`src/rtl/pipeline_execute_stage_pkg.sv`:
```
// rtl/pipeline_execute_stage_pkg.sv - shared otter pipeline encodings for the execute stage
package pipeline_execute_stage_pkg;

    typedef enum logic [2:0] {
        ALU_ADD  = 3'd0,
        ALU_SLL  = 3'd1,
        ALU_SLT  = 3'd2,
        ALU_SLTU = 3'd3,
        ALU_XOR  = 3'd4,
        ALU_SRL  = 3'd5,
        ALU_OR   = 3'd6,
        ALU_AND  = 3'd7
    } alu_fun_t;

    // SRCB_PC_IMM also swaps operand A to the instruction PC (AUIPC/JAL)
    typedef enum logic [1:0] {
        SRCB_RS2    = 2'd0,
        SRCB_IMM    = 2'd1,
        SRCB_PC_IMM = 2'd2,
        SRCB_RS2_B  = 2'd3
    } alu_srcb_t;

    typedef enum logic [1:0] {
        WR_SEL_PC4 = 2'd0,
        WR_SEL_CSR = 2'd1,
        WR_SEL_MEM = 2'd2,
        WR_SEL_ALU = 2'd3
    } rf_wr_sel_t;

    typedef enum logic [2:0] {
        BR_EQ  = 3'b000,
        BR_NE  = 3'b001,
        BR_LT  = 3'b100,
        BR_GE  = 3'b101,
        BR_LTU = 3'b110,
        BR_GEU = 3'b111
    } br_cond_t;

    typedef enum logic {
        SQ_RUN = 1'b0,
        SQ_SQ1 = 1'b1
    } squash_state_t;

    function automatic logic branch_taken(input logic [2:0] cond,
                                          input logic [31:0] a,
                                          input logic [31:0] b);
        case (cond)
            BR_EQ:   return a == b;
            BR_NE:   return a != b;
            BR_LT:   return $signed(a) < $signed(b);
            BR_GE:   return $signed(a) >= $signed(b);
            BR_LTU:  return a < b;
            BR_GEU:  return a >= b;
            default: return 1'b0;
        endcase
    endfunction

endpackage

```
`src/rtl/pipeline_execute_stage_if.sv`:
```
// rtl/pipeline_execute_stage_if.sv - decode-to-execute, hazard, redirect and E/M bundle
interface pipeline_execute_stage_if;
    logic        valid_E;
    logic [31:0] PC_instr_E;
    logic [31:0] PC_plus4_E;
    logic [31:0] rs1_E;
    logic [31:0] rs2_E;
    logic [31:0] immed_ext_E;
    logic        regWrite_E;
    logic        memWrite_E;
    logic        memRead2_E;
    logic        jump_E;
    logic        branch_E;
    logic [2:0]  alu_fun_E;
    logic        alu_mod_E;
    logic [1:0]  alu_srcB_E;
    logic [1:0]  rf_wr_sel_E;
    logic [2:0]  br_cond_E;
    logic        stall_M;
    logic        flush_E;

    logic        redirect_E;
    logic [31:0] target_E;
    logic        squash_D;

    logic        valid_M;
    logic [31:0] PC_instr_M;
    logic [31:0] PC_plus4_M;
    logic [31:0] alu_result_M;
    logic [31:0] rs2_M;
    logic        regWrite_M;
    logic        memWrite_M;
    logic        memRead2_M;
    logic [1:0]  rf_wr_sel_M;

    modport master (
        output valid_E, PC_instr_E, PC_plus4_E, rs1_E, rs2_E, immed_ext_E,
        output regWrite_E, memWrite_E, memRead2_E, jump_E, branch_E,
        output alu_fun_E, alu_mod_E, alu_srcB_E, rf_wr_sel_E, br_cond_E,
        output stall_M, flush_E,
        input  redirect_E, target_E, squash_D,
        input  valid_M, PC_instr_M, PC_plus4_M, alu_result_M, rs2_M,
        input  regWrite_M, memWrite_M, memRead2_M, rf_wr_sel_M
    );

    modport slave (
        input  valid_E, PC_instr_E, PC_plus4_E, rs1_E, rs2_E, immed_ext_E,
        input  regWrite_E, memWrite_E, memRead2_E, jump_E, branch_E,
        input  alu_fun_E, alu_mod_E, alu_srcB_E, rf_wr_sel_E, br_cond_E,
        input  stall_M, flush_E,
        output redirect_E, target_E, squash_D,
        output valid_M, PC_instr_M, PC_plus4_M, alu_result_M, rs2_M,
        output regWrite_M, memWrite_M, memRead2_M, rf_wr_sel_M
    );
endinterface

```
`src/rtl/pipeline_execute_stage_alu.sv`:
```
// rtl/pipeline_execute_stage_alu.sv - combinational RV32 integer ALU (otter_alu)
module otter_alu
    import pipeline_execute_stage_pkg::*;
(
    input  logic [31:0] op_a,
    input  logic [31:0] op_b,
    input  logic [2:0]  alu_fun,
    input  logic        alu_mod,
    output logic [31:0] result
);

    logic [4:0] shamt;
    assign shamt = op_b[4:0];

    always_comb begin
        result = '0;
        case (alu_fun)
            ALU_ADD:  result = alu_mod ? (op_a - op_b) : (op_a + op_b);
            ALU_SLL:  result = op_a << shamt;
            ALU_SLT:  result = {31'b0, $signed(op_a) < $signed(op_b)};
            ALU_SLTU: result = {31'b0, op_a < op_b};
            ALU_XOR:  result = op_a ^ op_b;
            ALU_SRL:  result = alu_mod ? 32'($signed(op_a) >>> shamt) : (op_a >> shamt);
            ALU_OR:   result = op_a | op_b;
            ALU_AND:  result = op_a & op_b;
            default:  result = '0;
        endcase
    end

endmodule

```
`src/rtl/pipeline_execute_stage.sv`:
```
// rtl/pipeline_execute_stage.sv - execute stage: ALU, branch resolve, squash FSM, E/M register
module pipeline_execute_stage
    import pipeline_execute_stage_pkg::*;
(
    input  logic                     CLK,
    input  logic                     RST,
    pipeline_execute_stage_if.slave  ex
);

    squash_state_t state;
    logic          use_pc;
    logic [31:0]   op_a;
    logic [31:0]   op_b;
    logic [31:0]   alu_result;
    logic          taken;
    logic          kill;
    logic          live;
    logic          redirect;

    assign use_pc = (ex.alu_srcB_E == SRCB_PC_IMM);
    assign op_a   = use_pc ? ex.PC_instr_E : ex.rs1_E;
    assign op_b   = (use_pc || ex.alu_srcB_E == SRCB_IMM) ? ex.immed_ext_E : ex.rs2_E;

    otter_alu u_alu (
        .op_a    (op_a),
        .op_b    (op_b),
        .alu_fun (ex.alu_fun_E),
        .alu_mod (ex.alu_mod_E),
        .result  (alu_result)
    );

    assign taken    = branch_taken(ex.br_cond_E, ex.rs1_E, ex.rs2_E);
    // The instruction in E during SQ1 was fetched down the wrong path
    assign kill     = (state == SQ_SQ1);
    assign live     = ex.valid_E & ~ex.flush_E & ~kill;
    assign redirect = live & (ex.jump_E | (ex.branch_E & taken));

    assign ex.redirect_E = redirect;
    assign ex.squash_D   = redirect;
    assign ex.target_E   = ex.jump_E ? {alu_result[31:1], 1'b0}
                                     : (ex.PC_instr_E + ex.immed_ext_E);

    always_ff @(posedge CLK) begin
        if (RST) begin
            state           <= SQ_RUN;
            ex.valid_M      <= 1'b0;
            ex.PC_instr_M   <= '0;
            ex.PC_plus4_M   <= '0;
            ex.alu_result_M <= '0;
            ex.rs2_M        <= '0;
            ex.regWrite_M   <= 1'b0;
            ex.memWrite_M   <= 1'b0;
            ex.memRead2_M   <= 1'b0;
            ex.rf_wr_sel_M  <= '0;
        end else if (!ex.stall_M) begin
            case (state)
                SQ_RUN:  state <= redirect ? SQ_SQ1 : SQ_RUN;
                SQ_SQ1:  state <= SQ_RUN;
                default: state <= SQ_RUN;
            endcase
            ex.valid_M      <= live;
            ex.PC_instr_M   <= ex.PC_instr_E;
            ex.PC_plus4_M   <= ex.PC_plus4_E;
            ex.alu_result_M <= alu_result;
            ex.rs2_M        <= ex.rs2_E;
            ex.regWrite_M   <= ex.regWrite_E & live;
            ex.memWrite_M   <= ex.memWrite_E & live;
            ex.memRead2_M   <= ex.memRead2_E & live;
            ex.rf_wr_sel_M  <= ex.rf_wr_sel_E;
        end
    end

endmodule

```
`src/flat_wrapper.sv`:
```
// flat-port wrapper written by rule: the top's interface ports become plain ports
module pipeline_execute_stage_flat import pipeline_execute_stage_pkg::*;
  (CLK, RST, ex_valid_E, ex_PC_instr_E, ex_PC_plus4_E, ex_rs1_E, ex_rs2_E, ex_immed_ext_E, ex_regWrite_E, ex_memWrite_E, ex_memRead2_E, ex_jump_E, ex_branch_E, ex_alu_fun_E, ex_alu_mod_E, ex_alu_srcB_E, ex_rf_wr_sel_E, ex_br_cond_E, ex_stall_M, ex_flush_E, ex_redirect_E, ex_target_E, ex_squash_D, ex_valid_M, ex_PC_instr_M, ex_PC_plus4_M, ex_alu_result_M, ex_rs2_M, ex_regWrite_M, ex_memWrite_M, ex_memRead2_M, ex_rf_wr_sel_M);
  pipeline_execute_stage_if ex_i ();
  input  logic CLK;
  input  logic RST;
  input wire logic [$bits(ex_i.valid_E)-1:0] ex_valid_E;
  input wire logic [$bits(ex_i.PC_instr_E)-1:0] ex_PC_instr_E;
  input wire logic [$bits(ex_i.PC_plus4_E)-1:0] ex_PC_plus4_E;
  input wire logic [$bits(ex_i.rs1_E)-1:0] ex_rs1_E;
  input wire logic [$bits(ex_i.rs2_E)-1:0] ex_rs2_E;
  input wire logic [$bits(ex_i.immed_ext_E)-1:0] ex_immed_ext_E;
  input wire logic [$bits(ex_i.regWrite_E)-1:0] ex_regWrite_E;
  input wire logic [$bits(ex_i.memWrite_E)-1:0] ex_memWrite_E;
  input wire logic [$bits(ex_i.memRead2_E)-1:0] ex_memRead2_E;
  input wire logic [$bits(ex_i.jump_E)-1:0] ex_jump_E;
  input wire logic [$bits(ex_i.branch_E)-1:0] ex_branch_E;
  input wire logic [$bits(ex_i.alu_fun_E)-1:0] ex_alu_fun_E;
  input wire logic [$bits(ex_i.alu_mod_E)-1:0] ex_alu_mod_E;
  input wire logic [$bits(ex_i.alu_srcB_E)-1:0] ex_alu_srcB_E;
  input wire logic [$bits(ex_i.rf_wr_sel_E)-1:0] ex_rf_wr_sel_E;
  input wire logic [$bits(ex_i.br_cond_E)-1:0] ex_br_cond_E;
  input wire logic [$bits(ex_i.stall_M)-1:0] ex_stall_M;
  input wire logic [$bits(ex_i.flush_E)-1:0] ex_flush_E;
  output wire logic [$bits(ex_i.redirect_E)-1:0] ex_redirect_E;
  output wire logic [$bits(ex_i.target_E)-1:0] ex_target_E;
  output wire logic [$bits(ex_i.squash_D)-1:0] ex_squash_D;
  output wire logic [$bits(ex_i.valid_M)-1:0] ex_valid_M;
  output wire logic [$bits(ex_i.PC_instr_M)-1:0] ex_PC_instr_M;
  output wire logic [$bits(ex_i.PC_plus4_M)-1:0] ex_PC_plus4_M;
  output wire logic [$bits(ex_i.alu_result_M)-1:0] ex_alu_result_M;
  output wire logic [$bits(ex_i.rs2_M)-1:0] ex_rs2_M;
  output wire logic [$bits(ex_i.regWrite_M)-1:0] ex_regWrite_M;
  output wire logic [$bits(ex_i.memWrite_M)-1:0] ex_memWrite_M;
  output wire logic [$bits(ex_i.memRead2_M)-1:0] ex_memRead2_M;
  output wire logic [$bits(ex_i.rf_wr_sel_M)-1:0] ex_rf_wr_sel_M;
  assign ex_i.valid_E = ex_valid_E;
  assign ex_i.PC_instr_E = ex_PC_instr_E;
  assign ex_i.PC_plus4_E = ex_PC_plus4_E;
  assign ex_i.rs1_E = ex_rs1_E;
  assign ex_i.rs2_E = ex_rs2_E;
  assign ex_i.immed_ext_E = ex_immed_ext_E;
  assign ex_i.regWrite_E = ex_regWrite_E;
  assign ex_i.memWrite_E = ex_memWrite_E;
  assign ex_i.memRead2_E = ex_memRead2_E;
  assign ex_i.jump_E = ex_jump_E;
  assign ex_i.branch_E = ex_branch_E;
  assign ex_i.alu_fun_E = ex_alu_fun_E;
  assign ex_i.alu_mod_E = ex_alu_mod_E;
  assign ex_i.alu_srcB_E = ex_alu_srcB_E;
  assign ex_i.rf_wr_sel_E = ex_rf_wr_sel_E;
  assign ex_i.br_cond_E = ex_br_cond_E;
  assign ex_i.stall_M = ex_stall_M;
  assign ex_i.flush_E = ex_flush_E;
  assign ex_redirect_E = ex_i.redirect_E;
  assign ex_target_E = ex_i.target_E;
  assign ex_squash_D = ex_i.squash_D;
  assign ex_valid_M = ex_i.valid_M;
  assign ex_PC_instr_M = ex_i.PC_instr_M;
  assign ex_PC_plus4_M = ex_i.PC_plus4_M;
  assign ex_alu_result_M = ex_i.alu_result_M;
  assign ex_rs2_M = ex_i.rs2_M;
  assign ex_regWrite_M = ex_i.regWrite_M;
  assign ex_memWrite_M = ex_i.memWrite_M;
  assign ex_memRead2_M = ex_i.memRead2_M;
  assign ex_rf_wr_sel_M = ex_i.rf_wr_sel_M;
  pipeline_execute_stage u_core (.CLK(CLK), .RST(RST), .ex(ex_i));
endmodule
```
`config.mk`:
```
export PLATFORM = sky130hd
export DESIGN_NAME = pipeline_execute_stage_flat
export DESIGN_NICKNAME = d
export VERILOG_FILES = /design/src/rtl/pipeline_execute_stage_pkg.sv /design/src/rtl/pipeline_execute_stage_if.sv /design/src/rtl/pipeline_execute_stage_alu.sv /design/src/rtl/pipeline_execute_stage.sv /design/src/flat_wrapper.sv
export SDC_FILE = /design/constraint.sdc
export NUM_CORES = 1
export LEC_CHECK = 0
export ABC_AREA = 1
export BUFFER_PORTS_ARGS = -buffer_cell sky130_fd_sc_hd__buf_2
export CAP_MARGIN = 20
export CORE_MARGIN = 2
export CORE_UTILIZATION = 25
export CTS_CLUSTER_DIAMETER = 80
export CTS_CLUSTER_SIZE = 24
export DETAILED_ROUTE_END_ITERATION = 7
export PLACE_DENSITY = 0.48
export SLEW_MARGIN = 15
export SYNTH_ARGS = -nofsm -noshare
export SYNTH_HDL_FRONTEND = slang
export SYNTH_SLANG_ARGS = --single-unit
```
`constraint.sdc`:
```
create_clock -name CLK -period 5.21 [get_ports CLK]
set_input_delay 0.2605 -clock CLK [delete_from_list [all_inputs] [get_ports CLK]]
set_output_delay 0.2605 -clock CLK [all_outputs]
set_load 0.01 [all_outputs]
```
==> summary.md, run 1 <==
| Metric | Value |
|---|---|
| Final ANT Viol Nets | 0 |
| Number of global-route vias before repair | 20.61k |
| Pwr Density | 262.0 nW/um2 |
| Syn nets | 3504 |
| Number of synthesized flops with an enable pin | 0 |
| Vias | 21.96k |
| Hold crit path type | primary input to flop |
| Clock buffer depth | 2 |
| Slew @ Worst Pin | 1.037 ns |
| Post-DR vias/cell | 5.008 |
| H-tree lvl count | 4 |
| Fmax achieved | 0.2051 GHz |
| Pint | 2.782 mW |
| Crit-path slowest cell | o21ai_0 |
| Root buf cell | clkbuf_16 |
| Comb pwr share | 54.7% |
| Highest-count cells in the layout ignoring fill and taps | 880 x nand2_1, 402 x nor2_1, 371 x inv_1, 348 x buf_2, 260 x o21ai_0 |
| Top FF cell, synth | dfxtp_1 |
| WP data required | 4.95 ns |
| Setup tns final | 0 ns |
| Asr flop ratio synth | 0% |
| Worst path bufs/invs | 6 |
| GP Congestion | 1.010 |
| Clock-pin slew on the worst setup and hold paths | 0.07 ns |
| Max-slew headroom | 30.90% |
| I/O pins | 349 |
| Critical Path AT | 4.62 ns |
| DR WL/cell | 21.65 um |
| DIE WIDTH | 269.4 um |
| Crit Path Category | primary input to output pin |
| WL final | 94940 um |
| Clk sinks | 135 |
| Final core utilization | 30.04% |
| R2R Path End | u_core.ex.alu_result_M[13]$_SDFFE_PP0N_ |
| Nets | 3775 |
| Most common cell after layout, fill and taps aside | nand2_1 |
| Setup slack, reg-to-reg | 4.10 ns |
| Pre-antenna DRT Iters | 6 |
| Post-synthesis simple-gate area fraction | 37.16% |
| Gr usage total | 25.16% |
| Largest family of logic cells by synthesized area | simple AND/OR/NAND/NOR gates |
| Initial antenna violation count | 7 |
| Outcome | finished, final reports clean |
| Post-synthesis cell type count | 50 |
| CTS buffer count | 17 |
| # DRC | 0 |
| Hold depth | 3 |
| Mux contribution to synthesized area | 0.2843% |
| Synthesized flop and latch total | 135 |
| Reg power frac | 20.8% |
| Net Sw Power | 2.719 mW |
| Worst VDD drop | 0.2622 mV |
| Final instance area | 21000 um2 |
| Initial Util | 25.18% |
| Hold Path End | u_core.ex.PC_plus4_M[15]$_SDFFE_PP0N_ |
| TritonCTS clock tree | built |
| Synth Area in Compound Gates | 21.30% |
| Pin count of the biggest net entering global routing | 109 |
| Netlist Area Pre-Place | 17600 um2 |
| CP top delay family | simple AND/OR/NAND/NOR gates |
| Pleak | 11.34 nW |
| Post-Synthesis Cells | 3159 |
| Max cap viols | 0 |
| Synthesis-to-layout area growth | 19.30% |
| Crit path top cell by count | nand2_1 |
| Final Cycle Share | 93.59% |
| Mean Syn Cell Area | 5.572 um2 |
| Worst setup margin | 0.3339 ns |
| Port Buffer Count | 348 |
| Crit start category | primary input |
| Core ar. | 69910 um2 |
| Post-synthesis sequential area ratio | 15.35% |
| Starting DRC count in detailed routing | 2238 |
| # setup viols final | 0 |
| Adder-cell share of the synthesized area | 11.78% |
| Clock share of power | 24.5% |
| Die ar. | 72550 um2 |
| Site Rows | 97 |
| Switching share of power | 49.43% |
| Overflow after GRT | 0 |
| CP peak stage delay | 0.52 ns |
| Worst skew pair latency | 0.46 ns |
| Hold Crit Start | ex_PC_plus4_E[15] |
| Worst Reg-to-Reg Cells | 4 |
| Placed Area | 20330 um2 |
| Die Height | 269.4 um |
| Worst Clk Skew | 0.003298 ns |
| Origin of the critical flop-to-flop path | u_core.ex.alu_result_M[13]$_SDFFE_PP0N_ |
| Final hold viol count | 0 |
| Hold_buf cts | 0 |
| Worst path cell trace | buf_2, inv_1, ha_2, buf_4, nor2_1, nor2_2, inv_1, ha_1, nor2_1, inv_1, o21ai_0, a31oi_2, nand3_1, nand2_1, nand2_1, nand2_1, nand3_1, nand3_1, nand2_1, nand2_1, nand2_1, buf_2 |
| Total power draw | 5.501 mW |
| XOR/XNOR Fraction of Synth Area | 1.990% |
| First-pass GRT wire length | 138200 um |
| Layout cell share with drive strength beyond 1 | 14.14% |
| Fin crit period | 4.876 ns |
| Nature of the critical path endpoint | output pin |
| RSZ-0062 raised after global routing | no |
| Worst slack at placement | 0.3236 ns |
| Highest net fanout along the worst path | 21 |
| Yosys synthesis warning count | 0 |
| Slew Limit Fails | 0 |
| Post-DP HPWL | 78970 um |
==> synth_stat cells, types with 21 or more instances <==
cell type / number / area, um2
nand2_1: 880 / 3303
a21oi_1: 195 / 975.9
nand3_1: 227 / 1136
xor2_1: 30 / 262.8
inv_1: 373 / 1400
buf_2: 30 / 150.1
ha_1: 161 / 2014
o21ai_0: 262 / 1311
clkbuf_1: 92 / 345.3
o21a_1: 24 / 180.2
nand4_1: 21 / 131.4
dfxtp_1: 135 / 2703
nor2_1: 402 / 1509
o211ai_1: 26 / 195.2
o21ai_1: 71 / 355.3
nor3_1: 34 / 170.2
==> cell families (layout without fill, tap and decap cells) <==
kind of cell | after synthesis | count (layout)
simple gates | 1608 | 1608
compound gates | 671 | 671
buf+inv | 536 | 820
fa+ha+maj | 164 | 164
flops | 135 | 135
xor+xnor | 40 | 40
mux | 5 | 5
other cells | 0 | 3
==> cell type report <==
| type | count | area, um2 |
|---|---|---|
| fill | 8206 | 48910 |
| multi-input combinational | 2488 | 12820 |
| sequential | 135 | 2703 |
| timing repair buffer | 408 | 2237 |
| inverter | 380 | 1431 |
| tap | 940 | 1176 |
| clock buffer | 17 | 425.4 |
| clock inverter | 15 | 203.9 |
| antenna | 3 | 7.507 |
==> power groups by stage <==
stage / combinational [mW] / clock, mW / sequential, mW
after floorplan: 1.79 / 0 / 1.20
after global placement: 2.96 / 0 / 1.16
after detailed placement: 2.93 / 0 / 1.17
after CTS: 2.94 / 1.38 / 1.14
after global routing: 3.28 / 1.42 / 1.15
final: 3.01 / 1.35 / 1.14
==> what timing repair did <==
action                                  CTS  global route
resized for setup                         0             1
buffers inserted                          0             0
endpoints found under the setup margin    0             1
==> worst max-delay path by stage <==
stage,slack [ns],to,startpoint,depth (start not counted)
finish,0.33,ex_target_E[26],ex_alu_srcB_E[0],22
detailed placement,0.32,ex_target_E[26],ex_alu_srcB_E[0],23
floorplan,1.77,ex_target_E[28],ex_alu_srcB_E[0],24
global route,0.13,ex_target_E[26],ex_alu_srcB_E[0],22
global placement,0.23,ex_target_E[26],ex_alu_srcB_E[0],23
CTS,0.30,ex_target_E[26],ex_alu_srcB_E[0],23
==> routing by layer <==
| metal | up-vias | routed length, um | track usage (%) |
|---|---|---|---|
| met5 | - | 39 | 0 |
| met4 | 6 | 3133 | 7.705 |
| met3 | 146 | 5942 | 3.509 |
| met2 | 859 | 44120 | 42.20 |
| met1 | 10160 | 41700 | 33.29 |
| li1 | 10790 | - | - |
==> through the flow <==
stage | hold WS [ns] | std cells
final | 0.03185 | 4386
after global routing | 0.02569 | 4386
after CTS | 0.008593 | 4382
after detailed placement | 0.4622 | 4350
after global placement | 0.4531 | 4350
after floorplan | 0.4121 | 3159
==> tightest hold or removal path, cell delays in order <==
cell     delay, ns
buf_2         0.07
o21ai_0       0.06
nor2_1        0.07
==> flip-flops by register name, indices dropped and copies added (netlist names), 2 cells and up <==
| register | flops |
|---|---|
| u_core.ex.PC_plus4_M | 32 |
| u_core.ex.PC_instr_M | 32 |
| u_core.ex.rf_wr_sel_M | 2 |
| u_core.ex.rs2_M | 32 |
| u_core.ex.alu_result_M | 32 |
Power figures use the tool's default switching activity.
==> run 2, diff against run 1 <==
Settings changed: SYNTH_HIERARCHICAL set to 1.
==> run 2 against run 1 <==
Against the previous run:
- the run now ends with design-rule violations left
- power decreased by 2.7%
- core utilization decreased by 0.39 points
- sequential power about the same
- global-route usage decreased by 0.83 points
- setup slack improved by 0.24 ns
- largest cell class unchanged
- highest routed layer is now met4
==> summary.md, run 2 <==
| Metric | Value |
|---|---|
| Outcome | finished, violations left (was finished, final reports clean) |
| Failing checks | design-rule violations |
| Die Height | 272.0 um (was 269.4 um) |
| Top FF cell, synth | dfxtp_1 (unchanged) |
| Pleak | 11.25 nW (was 11.34 nW) |
| WL final | 94070 um (was 94940 um) |
| Most common cell after layout, fill and taps aside | nand2_1 (unchanged) |
| Die ar. | 74010 um2 (was 72550 um2) |
| Commonest cells post-synth | 908 x nand2_1, 424 x nor2_1, 350 x inv_1, 314 x nand3_1, 254 x o21ai_0 (was 880 x nand2_1, 402 x nor2_1, 373 x inv_1, 262 x o21ai_0, 227 x nand3_1) |
| Max cap viols | 0 (unchanged) |
| Worst skew pair latency | 0.44 ns (was 0.46 ns) |
| Placed cells | 4405 (was 4350) |
| Crit-path slowest cell | ha_2 (was o21ai_0) |
| Syn nets | 3570 (was 3504) |
| Synthesized flop and latch total | 135 (unchanged) |
| Gr usage total | 24.34% (was 25.16%) |
| Clock buffer depth | 2 (unchanged) |
| Highest net fanout along the worst path | 23 (was 21) |
| Port Buffer Count | 348 (unchanged) |
| Max-slew headroom | 22.89% (was 30.90%) |
| DIE WIDTH | 272.0 um (was 269.4 um) |
| # DRC | 2 (was 0) |
| Critical Path AT | 4.38 ns (was 4.62 ns) |
| WP data required | 4.95 ns (about the same) |
| Post-synthesis cell type count | 57 (was 50) |
| Mean Syn Cell Area | 5.570 um2 (was 5.572 um2) |
| Setup tns final | 0 ns (unchanged) |
| Final core utilization | 29.65% (was 30.04%) |
| H-tree lvl count | 4 (unchanged) |
| Final instance area | 21160 um2 (was 21000 um2) |
| Highest-count cells in the layout ignoring fill and taps | 908 x nand2_1, 424 x nor2_1, 349 x inv_1, 347 x buf_2, 314 x nand3_1 (was 880 x nand2_1, 402 x nor2_1, 371 x inv_1, 348 x buf_2, 260 x o21ai_0) |
| Pin count of the biggest net entering global routing | 103 (was 109) |
| Worst setup margin | 0.5713 ns (was 0.3339 ns) |
| Slew Limit Fails | 0 (unchanged) |
| Number of synthesized flops with an enable pin | 0 (unchanged) |
| DR WL/cell | 21.18 um (was 21.65 um) |
| Final ANT Viol Nets | 0 (unchanged) |
| Final Cycle Share | 89.04% (was 93.59%) |
| Starting DRC count in detailed routing | 2545 (was 2238) |
| Crit Path Category | primary input to output pin (unchanged) |
| Number of global-route vias before repair | 20.16k (was 20.61k) |
| Crit path top cell by count | nand2_1 (unchanged) |
| Filler instances | 8325 (was 8206) |
| # setup viols final | 0 (unchanged) |
| Worst VDD drop | 0.1957 mV (was 0.2622 mV) |
| Hold_buf cts | 0 (unchanged) |
| Core ar. | 71360 um2 (was 69910 um2) |
| CP peak stage delay | 0.56 ns (was 0.52 ns) |
| Hold crit path type | primary input to flop (unchanged) |
| Nature of the critical path endpoint | output pin (unchanged) |
| Slew @ Worst Pin | 1.157 ns (was 1.037 ns) |
| Asr flop ratio synth | 0% (unchanged) |
| Setup bufs post-CTS | 0 (unchanged) |
| Overflow after GRT | 0 (unchanged) |
| Largest area contributor in the netlist | nand2_1 (unchanged) |
| Worst slack at placement | 0.4411 ns (was 0.3236 ns) |
| Clock-pin slew on the worst setup and hold paths | 0.07 ns (about the same) |
| Pre-antenna DRT Iters | 8 (was 6) |
| CTS buffer count | 17 (unchanged) |
| I/O pins | 349 (unchanged) |
| Synth top area share | 18.97% (was 18.76%) |
| Worst Clk Skew | 0.004437 ns (was 0.003298 ns) |
| First-pass GRT wire length | 134600 um (was 138200 um) |
| Initial Util | 25.17% (was 25.18%) |
| Netlist Area Pre-Place | 17960 um2 (was 17600 um2) |
| Fin crit period | 4.639 ns (was 4.876 ns) |
| Placed Area | 20550 um2 (was 20330 um2) |
| Initial antenna violation count | 6 (was 7) |
| Most frequent cell after synthesis | nand2_1 (unchanged) |
| Layout cell share with drive strength beyond 1 | 14.88% (was 14.14%) |
| Yosys synthesis warning count | 6 (was 0) |
| Final hold viol count | 0 (unchanged) |
| Nets | 3820 (was 3775) |
| Vias | 22.19k (was 21.96k) |
| PostCTS Resize Cnt | 0 (unchanged) |
| Post-Synthesis Cells | 3225 (was 3159) |
| Crit start category | primary input (unchanged) |
| Synthesis-to-layout area growth | 17.78% (was 19.30%) |
| Area contributors post-synth | nand2_1 19%, dfxtp_1 15%, ha_1 11% (unchanged) |
| Pwr Density | 252.9 nW/um2 (was 262.0 nW/um2) |
| Post-DR vias/cell | 4.996 (was 5.008) |
| GP Congestion | 1.004 (was 1.010) |
| Clk sinks | 135 (unchanged) |
| TritonCTS clock tree | built (unchanged) |
| Post-DP HPWL | 78010 um (was 78970 um) |
| Site Rows | 98 (was 97) |
| Post-route insts no fill | 4441 (was 4386) |
| Root buf cell | clkbuf_16 (unchanged) |
| Post-synthesis sequential area ratio | 15.05% (was 15.35%) |
| RSZ-0062 raised after global routing | no (unchanged) |
| Fmax achieved | 0.2156 GHz (was 0.2051 GHz) |
run 2: cell types whose count changed after synthesis, moves of 23 or more:
| cell | before | now |
|---|---|---|
| o21ai_1 | 71 | 8 |
| mux2_2 | 0 | 31 |
| inv_1 | 373 | 350 |
| nand2_1 | 880 | 908 |
| a21oi_1 | 195 | 234 |
| xor2_1 | 30 | 7 |
| nand3_1 | 227 | 314 |
run 2: layout make-up:
| class | count | area (um2) | area share (%) |
|---|---|---|---|
| diodes | 3 | 7.507 | 0.03548 |
| multi-input cells | 2563 | 13200 | 62.38 |
| clock buffers | 18 | 429.2 | 2.029 |
| repair buffers | 395 | 2097 | 9.912 |
| inverters | 363 | 1369 | 6.470 |
| flip-flops and latches | 135 | 2703 | 12.77 |
| clock inverters | 14 | 165.2 | 0.7806 |
| well taps | 950 | 1189 | 5.618 |
run 2: kinds of logic (layout without fill, tap and decap cells):
logic type	Yosys count	after routing	share of synthesized area, %
adder cells (fa/ha/maj)	164	164	11.55
XOR/XNOR	11	11	0.5363
buffers and inverters	527	790	11.77
flip-flops	135	135	15.05
AND/OR/NAND/NOR	1753	1753	40.45
AO/OA/AOI/OAI	600	600	18.49
multiplexers	35	35	2.166
other	0	3	0
run 2: final timing paths:
check,slack (ns),from,end,cells after the start
min reg2reg,0.47,u_core/ex.memRead2_M$_SDFFE_PP0N_,u_core/ex.memRead2_M$_SDFFE_PP0N_,2
min,0.04,ex_PC_plus4_E[26],u_core/ex.PC_plus4_M[26]$_SDFFE_PP0N_,3
max reg2reg,4.20,u_core/kill$_SDFFE_PP0N_,u_core/ex.memWrite_M$_SDFFE_PP0N_,5
max,0.57,ex_alu_srcB_E[0],ex_target_E[30],25
run 2: per-stage QoR:
step | power, mW | hold slack (ns)
global placement | 4.061 | 0.4524
floorplan | 2.998 | 0.3296
global route | 5.696 | 0.04103
detailed placement | 4.050 | 0.4540
CTS | 5.322 | 0.01029
finish | 5.350 | 0.04371
run 2: where the power goes:
part	internal (mW)	total, mW	switching (mW)	leakage, nW
Sequential	1.11	1.14	0.0344	1.12
Combinational	0.870	2.97	2.10	9.84
Clock	0.719	1.24	0.522	0.290
Total	2.70	5.35	2.65	11.2
run 2: critical path, delay by kind of cell:
family | cells | cell delay (ns)
AOI/OAI and AO/OA | 2 | 0.45
buffers and inverters | 6 | 0.79
adders and majority gates | 3 | 1.18
and+or+nand+nor | 14 | 1.67
run 2: layer usage:
layer,vias to the layer above,share of wire (%),global-route usage (%)
met5,-,0,0
met4,0,3.4,8.560
met3,123,8.3,4.082
met2,1002,46,40.25
met1,10100,42,31.81
li1,10960,-,-
